[src/rtl/lpaccel_pkg.sv]
// lpaccel_pkg: shared tile index, accumulator state and saturating-add helper
package lpaccel_pkg;

    typedef struct packed {
        logic [2:0] i;
        logic [2:0] j;
    } tile_idx_t;

    typedef enum logic {ACC, DRAIN} tacc_state_t;

    function automatic logic [31:0] sat_add(input logic [31:0] a, input logic [31:0] b, input int width);
        logic [32:0] s;
        logic [32:0] m;
        s = {1'b0, a} + {1'b0, b};
        m = (33'd1 << width) - 33'd1;
        return s > m ? m[31:0] : s[31:0];
    endfunction

endpackage

[src/rtl/tile_accum.sv]
// tile_accum: accumulates NPASS streamed passes into a ROWS x COLS saturating tile, then drains it
module tile_accum
    import lpaccel_pkg::*;
#(
    parameter int DW    = 4,
    parameter int AW    = 11,
    parameter int ROWS  = 2,
    parameter int COLS  = 4,
    parameter int NPASS = 3
) (
    input  logic          clk,
    input  logic          rst,
    input  logic          in_valid,
    output logic          in_ready,
    input  logic [DW-1:0] in_data,
    output logic          out_valid,
    input  logic          out_ready,
    output logic [AW-1:0] out_data,
    output tile_idx_t     out_idx,
    output logic          out_last
);

    localparam int RI = ROWS > 1 ? $clog2(ROWS) : 1;
    localparam int CI = COLS > 1 ? $clog2(COLS) : 1;
    localparam int PW = NPASS > 1 ? $clog2(NPASS) : 1;

    tacc_state_t   state, state_d;
    logic [2:0]    i, j;
    logic [PW-1:0] pass;
    logic [AW-1:0] acc [ROWS][COLS];
    logic          last_j, last_e, last_p, beat, xfer;

    always_comb begin
        last_j  = j == 3'(COLS - 1);
        last_e  = last_j && i == 3'(ROWS - 1);
        last_p  = pass == PW'(NPASS - 1);
        beat    = state == ACC && in_valid;
        xfer    = state == DRAIN && out_ready;
        state_d = beat && last_e && last_p ? DRAIN : xfer && last_e ? ACC : state;
    end

    assign in_ready  = state == ACC;
    assign out_valid = state == DRAIN;
    assign out_last  = out_valid && last_e;
    assign out_idx   = {i, j};
    assign out_data  = acc[i[RI-1:0]][j[CI-1:0]];

    always_ff @(posedge clk or negedge rst) begin
        if (!rst) state <= ACC;
        else state <= state_d;
    end

    // Accepting a beat and draining an element walk the tile in the same raster order
    always_ff @(posedge clk or negedge rst) begin
        if (!rst) begin
            i    <= '0;
            j    <= '0;
            pass <= '0;
            for (int r = 0; r < ROWS; r++)
                for (int c = 0; c < COLS; c++)
                    acc[r][c] <= '0;
        end else begin
            if (beat || xfer) begin
                j <= last_j ? 3'd0 : j + 3'd1;
                if (last_j) i <= last_e ? 3'd0 : i + 3'd1;
            end
            if (beat) begin
                acc[i[RI-1:0]][j[CI-1:0]] <= AW'(sat_add(32'(acc[i[RI-1:0]][j[CI-1:0]]), 32'(in_data), AW));
                if (last_e) pass <= last_p ? '0 : pass + 1'b1;
            end
            if (xfer && last_e)
                for (int r = 0; r < ROWS; r++)
                    for (int c = 0; c < COLS; c++)
                        acc[r][c] <= '0;
        end
    end

endmodule
[config.mk]
export PLATFORM = sky130hd
export DESIGN_NAME = tile_accum
export DESIGN_NICKNAME = d
export VERILOG_FILES = /design/src/rtl/lpaccel_pkg.sv /design/src/rtl/tile_accum.sv
export SDC_FILE = /design/constraint.sdc
export NUM_CORES = 1
export LEC_CHECK = 0
export BUFFER_PORTS_ARGS = -buffer_cell sky130_fd_sc_hd__buf_2
export CORE_MARGIN = 2
export CORE_UTILIZATION = 32
export DETAILED_ROUTE_END_ITERATION = 8
export PLACE_DENSITY_LB_ADDON = 0.3
export SLEW_MARGIN = 30
export SYNTH_ARGS = -nofsm -noshare
export SYNTH_HDL_FRONTEND = slang
export SYNTH_SLANG_ARGS = --single-unit
[constraint.sdc]
create_clock -name clk -period 9.7 [get_ports clk]
set_clock_uncertainty 0.1 [all_clocks]
set_input_delay 1.455 -clock clk [delete_from_list [all_inputs] [get_ports clk]]
set_output_delay 1.455 -clock clk [all_outputs]
set_load 0.03 [all_outputs]
==> results_dict.tcl <==
set metrics [dict create \
    setup_viol 0 \
    yosys_register_bits 97 \
    fill_cells 1476 \
    grt.overflow.total 0 \
    rsz0062_at_grt "false" \
    power_per_cell_area_mw_per_mm2 292.4 \
    num_rows 44 \
    htree_levels 3 \
    rr_worst_depth 11 \
    cts_root_buf "clkbuf_16" \
    peakVddDrop_uv 134.9 \
    finalNetCount 484 \
    drive_gt1_frac 0.1957 \
    layout_setup_ws_ns 5.537 \
    status "finished clean" \
    holdPathEnd "acc[23]" \
    yosys_warnings 0 \
    viasPerCell 5.407 \
    total_power_mw 1.579 \
    ys_seq_area_frac 0.5026 \
    syn_inst 459 \
    area_delta_synth_final_pct 11.84 \
    cap_violations 0 \
    die_width_um 126.9 \
    drtIter0Drc 178 \
    final_cell_mix "96 x dfrtp_1, 84 x nand3_1, 72 x o21ai_0" \
    die_area_sq_mm 0.01609 \
    r2r_end "acc[20]" \
    ys.flop_type "dfrtp_1" \
    holdWs_ns 0.3983 \
    holdPathStages 2 \
    grt_pass1_wl_um 19690 \
    synthMuxAreaShare 0.1301 \
    post-route-drc-count 0 \
    synth_edf_count 0 \
    async_flop_share 1.000 \
    clk_latency_ns 0.34 \
    mostFrequentLayoutCell "dfrtp_1" \
    place_area_sq_mm 0.005070 \
    drt_first_pass_iters 4 \
    yosys.area_share.simple 0.1661 \
    place_congestion 0.7508 \
    detail_route.wl_per_cell_um 17.97 \
    crit_fanout 24 \
    cts_buffers 9 \
    initial_core_util 0.3298 \
    synth_cell_type_count 44 \
    hp-class "register to register" \
    synthXorXnorAreaFrac 0.005440 \
    cts.sinks 97 \
    syn-num-nets 478 \
    hold_viol 0 \
    num_antenna_cells 0 \
    cts_buffer_depth 2 \
    fp.coreArea_sq_mm 0.01464 \
    port_buffers 27 \
    required_ns 9.78 \
    critPathArrivalTime_ns 4.25 \
    yosys.area_share.adder 0.03005 \
    netlist_area_sq_mm 0.004830 \
    dp_hpwl_um 7318 \
    grt_usage 0.1576 \
    synth_compound_area_frac 0.1246 \
    rrSetupSlack_ns 5.54 \
    io_pins 28 \
    min_from "acc[23]" \
    post-route-period-util 0.4292 \
    crit_path_end_kind "register" \
    grt_start_max_net_pins 89 \
    routed_wl_um 11750 \
    seqCellArea_sq_mm 0.002429 \
    ctsResizeCount 0 \
    antenna_found_initial 0 \
    vias 3536 \
    worstSetupPathType "register to register" \
    final_cell_area_sq_mm 0.005401 \
    synth_top_family_by_area "simple AND/OR/NAND/NOR gates" \
    hold_buffers 0 \
    first_global_vias 3568 \
    drtAntennaViolNets 0 \
    tightest_slew_ns 0.9485 \
    start_kind "register" \
    tns_ns 0 \
    dpl_worst_slack_ns 5.542 \
    slew_violations 0 \
    r2r-start "i[0]" \
    synth.avg_cell_area_sq_um 10.52 \
    min_period_ns 4.163 \
    max_freq_mhz 240.2 \
    cts_tree "built" \
    power_leakage_nw 2.460 \
    die_y_um 126.9 \
    slew_headroom 0.3659 \
    post-cts-setup-buffers 0 \
    multiInputGateArea_sq_mm 0.002211 \
    clk_pin_slew_ns 0.07 \
]
[registers in the layout, indices dropped and copies added (netlist names)]
signal     flops
out_valid      1
pass           2
acc           88
i              3
j              3
[how the worst max path moves through the flow]
| stage | startpoint | end | slack [ns] | cells after the start |
|---|---|---|---|---|
| 2_1_floorplan | i[0] | acc[20] | 5.13 | 15 |
| 3_3_place_gp | i[0] | acc[9] | 5.62 | 11 |
| 3_5_place_dp | i[0] | acc[53] | 5.54 | 11 |
| 4_1_cts | i[0] | acc[53] | 5.54 | 11 |
| 5_1_grt | i[0] | acc[75] | 5.12 | 11 |
| 6_report | i[0] | acc[20] | 5.54 | 11 |
[cell usage after synthesis, types with 9 or more instances]
library cell	count	area, sq um
nor2_1	12	45.04
ha_1	10	125.1
inv_1	9	33.78
clkbuf_1	28	105.1
o21ai_1	13	65.06
nand3_1	85	425.4
nand2_1	26	97.59
o21ai_0	72	360.4
mux4_2	20	450.4
mux2_2	10	112.6
dfrtp_1	97	2427
and3_1	10	62.56
[power breakdown]
group          total [mW]  internal [mW]  switching [mW]
registers           0.575          0.497          0.0782
logic               0.622          0.221           0.401
clock network       0.382          0.229           0.154
total                1.58          0.947           0.633
[per-layer routing]
metal / global-route usage / up-vias / wire length, um
li1: - / 1685 / -
met5: 0 / - / 0
met3: 0.03838 / 8 / 549
met4: 0.04202 / 0 / 114
met2: 0.2394 / 81 / 5254
met1: 0.2263 / 1762 / 5831
[worst max-delay path, stage by stage (launching register included)]
cell,delay (ns)
dfrtp_2,0.62
buf_4,0.45
mux4_2,0.55
nand2_1,0.08
nand2_1,0.08
ha_1,0.34
a21oi_1,0.11
a31o_2,0.25
or3_1,0.45
nor3_1,0.29
mux2i_1,0.49
o21ai_0,0.18
[through the flow]
step,instances,util
final,654,0.3688
after global routing,654,0.3688
after CTS,654,0.3685
after detailed placement,638,0.3462
after global placement,638,0.3462
after floorplan,459,-
[area by class of cell]
| cell class | count | share of cell area |
|---|---|---|
| Multi-Input combinational cell | 316 | 0.4093 |
| Clock inverter | 3 | 0.008571 |
| Clock buffer | 13 | 0.05189 |
| Inverter | 10 | 0.006949 |
| Sequential cell | 97 | 0.4496 |
| Tap cell | 184 | 0.04262 |
| Timing Repair Buffer | 31 | 0.03104 |
[logic make-up (layout without fill, tap and decap cells)]
kind of cell | Yosys count | in the layout
XOR/XNOR | 3 | 3
multiplexers | 36 | 36
adder cells (fa/ha/maj) | 11 | 11
buffers and inverters | 46 | 57
AND/OR/NAND/NOR | 158 | 158
AO/OA/AOI/OAI | 108 | 108
flip-flops | 97 | 97
Note: power is estimated with default switching activity, not from simulation.
